File: src/rtl/irq_pending_latch_if.sv
// Request/acknowledge bundle between the interrupt pending latch and its
// surroundings: raw lines, mask writes and encoder acknowledge in, masked
// request vector and status out.
interface irq_pending_latch_if #(
  parameter int N = 8
);
  logic [N-1:0] irq_in;
  logic         mask_we;
  logic [N-1:0] mask_wdata;
  logic         ack_valid;
  logic [2:0]   ack_idx;
  logic         overrun_clr;
  logic [N-1:0] req;
  logic         irq;
  logic [N-1:0] pending;
  logic [N-1:0] overrun;

  // Driver side: stimulus / software / encoder acknowledge.
  modport master (
    output irq_in, mask_we, mask_wdata, ack_valid, ack_idx, overrun_clr,
    input  req, irq, pending, overrun
  );

  // Latch side.
  modport slave (
    input  irq_in, mask_we, mask_wdata, ack_valid, ack_idx, overrun_clr,
    output req, irq, pending, overrun
  );
endinterface

File: src/rtl/irq_pending_latch.sv
// Interrupt request capture ahead of the 8-input priority encoder.
// Each raw line is synchronised, edge- or level-detected per channel, and
// held in a pending bit until the encoder's index acknowledges it. The
// masked pending vector drives the encoder inputs directly (bit 7 = h).
module irq_pending_latch #(
  parameter int           N           = 8,
  parameter int           SYNC_STAGES = 2,      // at least 2 for metastability
  parameter logic [N-1:0] EDGE_MODE   = 8'hFF,  // 1 = rising-edge latched, 0 = level
  parameter logic [N-1:0] MASK_RESET  = 8'hFF   // 1 = masked
) (
  input  logic             clk,
  input  logic             rst_n,
  irq_pending_latch_if.slave bus
);

  logic [N-1:0] sync_q [SYNC_STAGES];
  logic [N-1:0] hist_q;
  logic [N-1:0] mask_q;
  logic [N-1:0] pending_q;
  logic [N-1:0] overrun_q;

  logic [N-1:0] sync;
  logic [N-1:0] rise;
  logic [N-1:0] ack_hit;
  logic [N-1:0] pending_d;
  logic [N-1:0] overrun_set;
  logic [N-1:0] overrun_d;
  logic [N-1:0] req_w;

  // Synchroniser chain plus one history flop for edge detection.
  always_ff @(posedge clk or negedge rst_n) begin
    if (!rst_n) begin
      // NOTE: this small flop array is cleared on reset on purpose: a line
      // held high through reset must look like one fresh rising edge.
      for (int s = 0; s < SYNC_STAGES; s++) sync_q[s] <= '0;
      hist_q <= '0;
    end else begin
      // NOTE: non-blocking assignments let every stage sample the previous
      // stage's old value, which is what makes this a shift chain.
      sync_q[0] <= bus.irq_in;
      for (int s = 1; s < SYNC_STAGES; s++) sync_q[s] <= sync_q[s-1];
      hist_q <= sync;
    end
  end

  assign sync = sync_q[SYNC_STAGES-1];
  assign rise = sync & ~hist_q;

  // Decode the encoder index into a one-hot acknowledge; out-of-range
  // indices match no channel.
  always_comb begin
    // NOTE: default first so no path leaves ack_hit unassigned (no latch).
    ack_hit = '0;
    if (bus.ack_valid) begin
      for (int i = 0; i < N; i++) begin
        if (32'(bus.ack_idx) == i) ack_hit[i] = 1'b1;
      end
    end
  end

  // Edge channels: a new rise beats a coincident ack; a rise onto an already
  // pending bit (and not being acked) is an overrun. Level channels simply
  // follow the synchronised line and never overrun.
  assign pending_d   = (EDGE_MODE & ((pending_q & ~ack_hit) | rise)) |
                       (~EDGE_MODE & sync);
  assign overrun_set = EDGE_MODE & rise & pending_q & ~ack_hit;
  assign overrun_d   = (bus.overrun_clr ? '0 : overrun_q) | overrun_set;

  // Software-written mask register.
  always_ff @(posedge clk or negedge rst_n) begin
    if (!rst_n) begin
      mask_q <= MASK_RESET;
    end else if (bus.mask_we) begin
      mask_q <= bus.mask_wdata;
    end
  end

  // Pending and sticky overrun state.
  always_ff @(posedge clk or negedge rst_n) begin
    if (!rst_n) begin
      pending_q <= '0;
      overrun_q <= '0;
    end else begin
      pending_q <= pending_d;
      overrun_q <= overrun_d;
    end
  end

  // Mask only gates the request path; status readback stays unmasked.
  assign req_w       = pending_q & ~mask_q;
  assign bus.req     = req_w;
  assign bus.irq     = |req_w;
  assign bus.pending = pending_q;
  assign bus.overrun = overrun_q;

endmodule

File: src/flat_wrapper.sv
// flat-port wrapper written by rule: the top's interface ports become plain ports
module irq_pending_latch_flat 
#(
  parameter int           N           = 8,
  parameter int           SYNC_STAGES = 2,                                     
  parameter logic [N-1:0] EDGE_MODE   = 8'hFF,                                       
  parameter logic [N-1:0] MASK_RESET  = 8'hFF                
)
  (clk, rst_n, bus_irq_in, bus_mask_we, bus_mask_wdata, bus_ack_valid, bus_ack_idx, bus_overrun_clr, bus_req, bus_irq, bus_pending, bus_overrun);
  irq_pending_latch_if #(.N(N)) bus_i ();
  input  logic clk;
  input  logic rst_n;
  input wire logic [$bits(bus_i.irq_in)-1:0] bus_irq_in;
  input wire logic [$bits(bus_i.mask_we)-1:0] bus_mask_we;
  input wire logic [$bits(bus_i.mask_wdata)-1:0] bus_mask_wdata;
  input wire logic [$bits(bus_i.ack_valid)-1:0] bus_ack_valid;
  input wire logic [$bits(bus_i.ack_idx)-1:0] bus_ack_idx;
  input wire logic [$bits(bus_i.overrun_clr)-1:0] bus_overrun_clr;
  output wire logic [$bits(bus_i.req)-1:0] bus_req;
  output wire logic [$bits(bus_i.irq)-1:0] bus_irq;
  output wire logic [$bits(bus_i.pending)-1:0] bus_pending;
  output wire logic [$bits(bus_i.overrun)-1:0] bus_overrun;
  assign bus_i.irq_in = bus_irq_in;
  assign bus_i.mask_we = bus_mask_we;
  assign bus_i.mask_wdata = bus_mask_wdata;
  assign bus_i.ack_valid = bus_ack_valid;
  assign bus_i.ack_idx = bus_ack_idx;
  assign bus_i.overrun_clr = bus_overrun_clr;
  assign bus_req = bus_i.req;
  assign bus_irq = bus_i.irq;
  assign bus_pending = bus_i.pending;
  assign bus_overrun = bus_i.overrun;
  irq_pending_latch #(.N(N), .SYNC_STAGES(SYNC_STAGES), .EDGE_MODE(EDGE_MODE), .MASK_RESET(MASK_RESET)) u_core (.clk(clk), .rst_n(rst_n), .bus(bus_i));
endmodule
File: config.mk
export PLATFORM = sky130hd
export DESIGN_NAME = irq_pending_latch_flat
export DESIGN_NICKNAME = d
export VERILOG_FILES = /design/src/rtl/irq_pending_latch_if.sv /design/src/rtl/irq_pending_latch.sv /design/src/flat_wrapper.sv
export SDC_FILE = /design/constraint.sdc
export NUM_CORES = 1
export LEC_CHECK = 0
export CORE_AREA = 2 2 71 66
export CTS_BUF_LIST = sky130_fd_sc_hd__clkbuf_2 sky130_fd_sc_hd__clkbuf_4 sky130_fd_sc_hd__clkbuf_8
export DETAILED_ROUTE_END_ITERATION = 12
export DIE_AREA = 0 0 73 68
export PLACE_DENSITY = 0.73
export SETUP_SLACK_MARGIN = 0.1
export SLEW_MARGIN = 20
export SYNTH_ARGS = -nofsm -noshare
export SYNTH_HDL_FRONTEND = slang
export SYNTH_SLANG_ARGS = --single-unit
File: constraint.sdc
create_clock -name clk -period 1.65 [get_ports clk]
set_input_delay 0.33 -clock clk [delete_from_list [all_inputs] [get_ports clk]]
set_output_delay 0.33 -clock clk [all_outputs]
set_load 0.05 [all_outputs]
# [After elaboration in Yosys (flattened, before gate mapping)]
# Index checks and enable logic that the tools add are counted.
[op_classes] n_eq_ne=7 muxes=10 n_bitwise=10 reduce_logical=2
[op_table] operator="8-bit bitwise AND" count=5
[op_table] operator="8-bit inverter" count=3
[op_table] operator="8-bit 2-to-1 mux" count=2
[op_table] operator="8-bit bitwise OR" count=2
[op_table] operator="3-bit equality test, second input constant" count=4
[op_table] operator="1-bit 2-to-1 mux" count=8
[op_table] operator="8-bit OR reduction" count=1
[op_table] operator="3-bit by 2-bit equality test with 1-bit output, second input constant" count=2
[op_table] operator="3-bit by 1-bit equality test with 1-bit output, second input constant" count=1
[op_table] operator="3-bit zero test" count=1
[word_totals] reg_bits=48 input_bits=24 out_inout_bits=25 wordCells=35

# [Depth between registers and ports, before layout]
# Gate-level depths: netlist of run 1.
[logic_depth] ltp_word=6 mapped_depth=3 depth_no_buf=3

# [Worst setup path before layout of run 1]
# No wires, ideal clock.
[synth_timing] kind="reg-to-output" from="register u_core.pending_q[2], in the netlist u_core.bus.pending[2]" to="output port bus_irq" arrival_time_ns=1.986 required_time_ns=1.320 setup_slack_ns=-0.666 stages_incl_launch_ff=4 path_buffers=0 path_cell_list="dfrtp_1 > nor2b_1 > nor4_1 > nand2_1"
[synth_between] elab_chain_len=2
[synth_rtl] item="start: declaration" line="irq_pending_latch.sv:19" source="logic [N-1:0] pending_q;"
[synth_rtl] item="start signal: assignment" line="irq_pending_latch.sv:84" source="pending_q <= pending_d;"
[synth_rtl] item="8-bit bitwise AND" line="irq_pending_latch.sv:90" source="assign req_w = pending_q & ~mask_q;"
[synth_rtl] item="via bus_req[2]" line="flat_wrapper.sv:19" source="output wire logic [$bits(bus_i.req)-1:0] bus_req;"
[synth_rtl] item="8-bit OR reduction" line="irq_pending_latch.sv:92" source="assign bus.irq = |req_w;"
[synth_rtl] item="end: declaration" line="flat_wrapper.sv:20" source="output wire logic [$bits(bus_i.irq)-1:0] bus_irq;"
# The timed path passes the listed nets, and every way through them passes these cells.

# [Worst setup path in the final report of run 1]
[layout_timing] from="register u_core.mask_q[3]" to="output port bus_irq"
[layout_between] elab_chain_len=3
[layout_rtl] item="start: declaration" line="irq_pending_latch.sv:18" source="logic [N-1:0] mask_q;"
[layout_rtl] item="start signal: assignment" line="irq_pending_latch.sv:74" source="mask_q <= bus.mask_wdata;"
[layout_rtl] item="8-bit inverter" line="irq_pending_latch.sv:90"
[layout_rtl] item="8-bit bitwise AND" line="irq_pending_latch.sv:90"
[layout_rtl] item="8-bit OR reduction" line="irq_pending_latch.sv:92"
# Every way passes these cells.

==> results.cfg, run 1 <==
[place]
postPlaceCellArea_sq_um = 2306
dp.final_hpwl_um = 2686
gp_congestion = 0.7794
io_buffers = 48
dp_cells = 213

[pwr]
p_int_mw = 2.110
sequentialPowerShare = 0.458
power_density_nw_per_um2 = 1188
total_power_mw = 2.940
p_comb_frac = 0.233
switching_share = 0.2821
pwr-share-clk = 0.309
power.leakage_nw = 1.110
p_sw_mw = 0.8294
ir_worst_vdd_v = 0.0005451

[routing]
vias = 1059
drtIter0Drc = 45
wl_um = 3401
drc = 0
avgViaCountPerCell = 4.749
firstDrtPassIters = 4
avgRoutedWirePerCell_um = 15.25
ant_nets = 0

[clocking]
cts_root_buffer = clkbuf_8
numCtsBuffers = 5
clock_latency_ps = 310
cts.sinks = 48
clockBufferDepth = 2
cts_tree = yes
cts_max_level = 2
path_clk_slew_ps = 90

[sta]
setup_viol = 1
layout_setup_ws_ps = -127.4
rsz0062_at_grt = yes
min_period_ps = 1777
tightest_slew_ps = 421.0
slew_violations = 0
clock_skew_ps = 15.11
max_slew_margin = 0.7156
max_freq_mhz = 562.6
hold_violations = 0
finalCritPeriodShare = 1.077
tns_ps = -127.4
hold_ws_ps = 350.3

[cells_and_area]
final_cell_mix = dfrtp_1 (32), clkdlybuf4s50_1 (22), buf_4 (20)
final_common_cell = dfrtp_1
fin_cells = 223
final_nets = 196
layout-drive-gt1-share = 0.4451
area_growth_pct = 51.69
diodes = 0
design_area_sq_um = 2475

[outcome]
violations = setup timing
outcome = finished with violations

[floorplanning]
die_h_um = 68
coreArea_sq_um = 4288
die-width_um = 73
ios = 49
start_util = 0.3805
fp-row-count = 23
dieArea_sq_um = 4964

[grt]
grt_max_degree = 21
track_usage = 0.1518
grt.overflow.total = 0
grt_pass1_wl_um = 5368
antenna_found_initial = 0
grt_pass1_vias = 1118

[worst_setup_path]
worst-path-max-fanout = 2
cp_top_family = flip-flops
worst-setup-path-type = flip-flop to output pin
worst_r2r_startpoint = u_core.bus.pending[7]
crit_cells = 4
cp_cell_sequence = nor2b_4 > nor4_4 > nand2_2 > buf_8
slowest_delay_ps = 570
cp_num_buf_inv = 1
rr_worst_depth = 2
r2r-end = u_core.bus.overrun[7]
critical_path.startpoint = u_core.mask_q[3]
cp-endpoint = bus_irq
crit_path_top_delay_cell = dfstp_2
critPathLaunchType = flip-flop
cp.arrival_ps = 1450
r2r_slack_ps = 840
worstPathRequired_ps = 1320
end_kind = output pin

[synthesis]
synth.top_cell.area_share = 0.6135
netlist_area_sq_um = 1632
yosysTopAreaCell = dfrtp_1
yosys_warnings = 0
synth_cell_types = 16
synth-seq-cells = 48
synthesis.nets = 138
synthTopCellsByArea = dfrtp_1 (61%), dfstp_2 (13%), mux2_2 (5.5%), nand2b_1 (3.1%), nor2b_1 (3.1%)
ys_seq_area_frac = 0.7423
netlist_instances = 114
avgSynthCellArea_sq_um = 14.31

[job]
max_cap_violations = 0

[min_path]
hold_class = flip-flop to flip-flop
metal layers:
metal	wire length, um	vias to the layer above	GRT usage
li1	-	497	-
met1	1365	526	0.1835
met2	1800	29	0.2455
met3	160	7	0.03976
met4	74	0	0.09028
met5	0	-	0
per-stage QoR:
stage / worst slack (ps) / util
floorplan: 69.30 / -
global placement: 29.12 / 0.5378
detailed placement: -3.121 / 0.5378
CTS: -146.3 / 0.5772
global route: -165.3 / 0.5772
finish: -127.4 / 0.5772
worst min-delay path by stage:
stage          slack [ps]  cells past startpoint              start               endpoint
3_5_place_dp          270                      1              rst_n         u_core.sync[7]
6_report              350                      0  u_core.sync_q[11]         u_core.sync[3]
5_1_grt               360                      0   u_core.sync_q[8]         u_core.sync[0]
3_3_place_gp          260                      1              rst_n      u_core.sync_q[15]
2_1_floorplan          30                      0              rst_n  u_core.bus.overrun[0]
4_1_cts               350                      0  u_core.sync_q[11]         u_core.sync[3]
cell usage after synthesis:
library cell and count:
o31ai_1 4, inv_1 9, inv_2 2, nor2b_1 8, buf_1 1, o21ai_0 1, dfstp_2 8, o41ai_2 2
o41ai_1 1, nand2b_1 8, nand2_1 11, nor4_1 2, buf_2 1, dfrtp_1 40, o22ai_1 8, mux2_2 8
sequential cells by signal (all words and copies together), names as in the netlist:
| name | count |
|---|---|
| u_core.bus.overrun | 8 |
| u_core.bus.pending | 8 |
| u_core.hist_q | 8 |
| u_core.mask_q | 8 |
| u_core.sync | 8 |
| u_core.sync_q | 8 |
cell families after synthesis:
group | after synthesis | share of synthesized area
AO/OA/AOI/OAI | 16 | 0.07745
buffers and inverters | 13 | 0.03067
flip-flops | 48 | 0.7423
multiplexers | 8 | 0.05522
AND/OR/NAND/NOR | 29 | 0.09433
power groups by stage:
| stage | clock network (mW) | registers [mW] | logic, mW |
|---|---|---|---|
| after floorplan | 0 | 1.49 | 0.238 |
| after global placement | 0 | 1.37 | 0.659 |
| after detailed placement | 0 | 1.37 | 0.670 |
| after CTS | 0.944 | 1.35 | 0.690 |
| after global routing | 0.980 | 1.36 | 0.719 |
| final | 0.909 | 1.35 | 0.684 |
area by class of cell:
| type | count | area (sq um) |
|---|---|---|
| inverters | 11 | 41.29 |
| multi-input cells | 53 | 462.9 |
| well taps | 50 | 62.56 |
| fillers | 351 | 1813 |
| repair buffers | 53 | 560.5 |
| flip-flops and latches | 48 | 1221 |
| clock inverters | 1 | 30.03 |
| clock buffers | 7 | 96.34 |
repair_timing:
action,CTS,global route
gates resized for setup,4,0
endpoints found under the hold margin,14,0
pin swaps,2,0
setup endpoints to repair,1,1
hold buffers,1,0
buffers inserted,1,0
Note: power is estimated with default switching activity, not from simulation.
==> run 2: changes to the inputs <==
--- a/config.mk
+++ b/config.mk
@@ -5,6 +5,7 @@
 export SDC_FILE = /design/constraint.sdc
 export NUM_CORES = 1
 export LEC_CHECK = 0
+export ABC_AREA = 0
 export CORE_AREA = 2 2 71 66
 export CTS_BUF_LIST = sky130_fd_sc_hd__clkbuf_2 sky130_fd_sc_hd__clkbuf_4 sky130_fd_sc_hd__clkbuf_8
 export DETAILED_ROUTE_END_ITERATION = 12
==> results of run 2 <==
The final DEF is identical to that of run 1; final timing and power are the same.
==> run 3: changes to the inputs <==
==> constraint.sdc (replaced) <==
create_clock -name clk -period 1.65 [get_ports clk]
set_input_delay 0.33 -clock clk [delete_from_list [all_inputs] [get_ports clk]]
set_output_delay 0.33 -clock clk [all_outputs]
set_load 0.01 [all_outputs]
==> results.cfg, run 3 (same netlist as run 1, synthesis figures left out) <==
[outcome]
outcome = finished with violations
violations = setup timing

[cells_and_area]
final_common_cell = dfrtp_1
layout-drive-gt1-share = 0.2778
final_cell_mix = dfrtp_1 (40), clkdlybuf4s50_1 (23), dlygate4sd2_1 (19)
fin_cells = 230
final_nets = 203
area_growth_pct = 45.55
diodes = 0

[worst_setup_path]
end_kind = output pin
critPathLaunchType = flip-flop
cp.arrival_ps = 1380
worst-setup-path-type = flip-flop to output pin
worst-path-max-fanout = 2
worstPathRequired_ps = 1320

[floorplanning]
die-width_um = 73
die_h_um = 68
dieArea_sq_um = 4964
start_util = 0.3805
coreArea_sq_um = 4288
fp-row-count = 23
ios = 49

[grt]
grt_pass1_wl_um = 5106
antenna_found_initial = 0
grt.overflow.total = 0
grt_max_degree = 25
grt_pass1_vias = 1130
track_usage = 0.1424

[sta]
rsz0062_at_grt = yes
setup_viol = 1
hold_violations = 0
min_period_ps = 1709
max_freq_mhz = 585.3
hold_ws_ps = 350.2
tightest_slew_ps = 390.8
layout_setup_ws_ps = -58.62
slew_violations = 0
clock_skew_ps = 13.51
finalCritPeriodShare = 1.036
max_slew_margin = 0.7360

[routing]
avgRoutedWirePerCell_um = 13.52
drc = 0
firstDrtPassIters = 4
drtIter0Drc = 20
vias = 1067
wl_um = 3109
ant_nets = 0
avgViaCountPerCell = 4.639

[clocking]
cts_root_buffer = clkbuf_8
cts_setup_buffers = 0
numCtsBuffers = 5
cts_tree = yes
clock_latency_ps = 300
cts.sinks = 48
clockBufferDepth = 2
path_clk_slew_ps = 90
cts_max_level = 2

[place]
gp_congestion = 0.7641
dp.final_hpwl_um = 2457
io_buffers = 48
dp_cells = 221

[pwr]
power.leakage_nw = 1.080
ir_worst_vdd_v = 0.0005605
power_density_nw_per_um2 = 1027

[min_path]
hold_class = flip-flop to flip-flop

[job]
max_cap_violations = 0
## run 3: cell types whose count changed in the layout (fill, tap and decap cells not counted), moves of 4 or more
cell / previous run / this run
buf_4: 20 / 10
nor2b_4: 8 / 0
dlygate4sd2_1: 0 / 19
dfrtp_2: 8 / 0
buf_12: 8 / 1
dlymetal6s2s_1: 0 / 4
dfrtp_1: 32 / 40
nor2b_2: 0 / 7
## run 3: worst max-delay path, stage by stage, from the launching register on
cell	delay, ps
dfstp_2	550
nor2b_2	50
nor4_2	270
nand2_1	70
buf_2	140
## run 3: power breakdown
part	switching (mW)	internal [mW]	total, mW
clock	0.356	0.375	0.730
sequential	0.0440	1.28	1.32
combinational	0.173	0.213	0.385
total	0.572	1.87	2.44
## run 3: final timing paths
check                                       from  slack (ps)  cells after the start               endpoint
hold reg to reg                u_core.sync_q[11]         350                      0         u_core.sync[3]
setup / recovery                u_core.mask_q[2]         -60                      4                bus_irq
min in group asynchronous                  rst_n         430                      2  u_core.bus.overrun[0]
max in group asynchronous                  rst_n         670                      3       u_core.mask_q[3]
hold / removal                 u_core.sync_q[11]         350                      0         u_core.sync[3]
setup reg to reg           u_core.bus.pending[0]         800                      3  u_core.bus.overrun[0]
## run 3: routing by layer
| metal | up-vias | track usage | part of all wire |
|---|---|---|---|
| met5 | - | 0 | 0 |
| met4 | 0 | 0.06250 | 0.020 |
| met3 | 6 | 0.05449 | 0.084 |
| met2 | 48 | 0.2399 | 0.49 |
| met1 | 499 | 0.1622 | 0.41 |
| li1 | 514 | - | - |
## run 3: area by class of cell
cell class	instances	area (sq um)
clock buffers	8	97.59
fillers	362	1913
inverters	11	41.29
multi-input cells	53	400.4
flip-flops and latches	48	1211
well taps	50	62.56
repair buffers	60	561.8
## run 3: stage by stage
stage | area, sq um | TNS [ps] | setup WS [ps] | util | power, mW
after floorplan | 1632 | 0 | 345.3 | - | 1.480
after global placement | 2256 | -85.57 | -79.21 | 0.5261 | 1.745
after global routing | 2375 | -141.9 | -141.9 | 0.5538 | 2.561
after detailed placement | 2256 | -146.5 | -116.7 | 0.5261 | 1.762
final | 2375 | -58.62 | -58.62 | 0.5538 | 2.439
after CTS | 2346 | -80.67 | -80.67 | 0.5471 | 2.458
## run 3: timing repair
action,CTS,global route
gates resized for setup,26,10
endpoints found under the setup margin,20,7
gates cloned,0,0
endpoints found under the hold margin,10,0
pin swaps,2,3
hold buffers,1,0
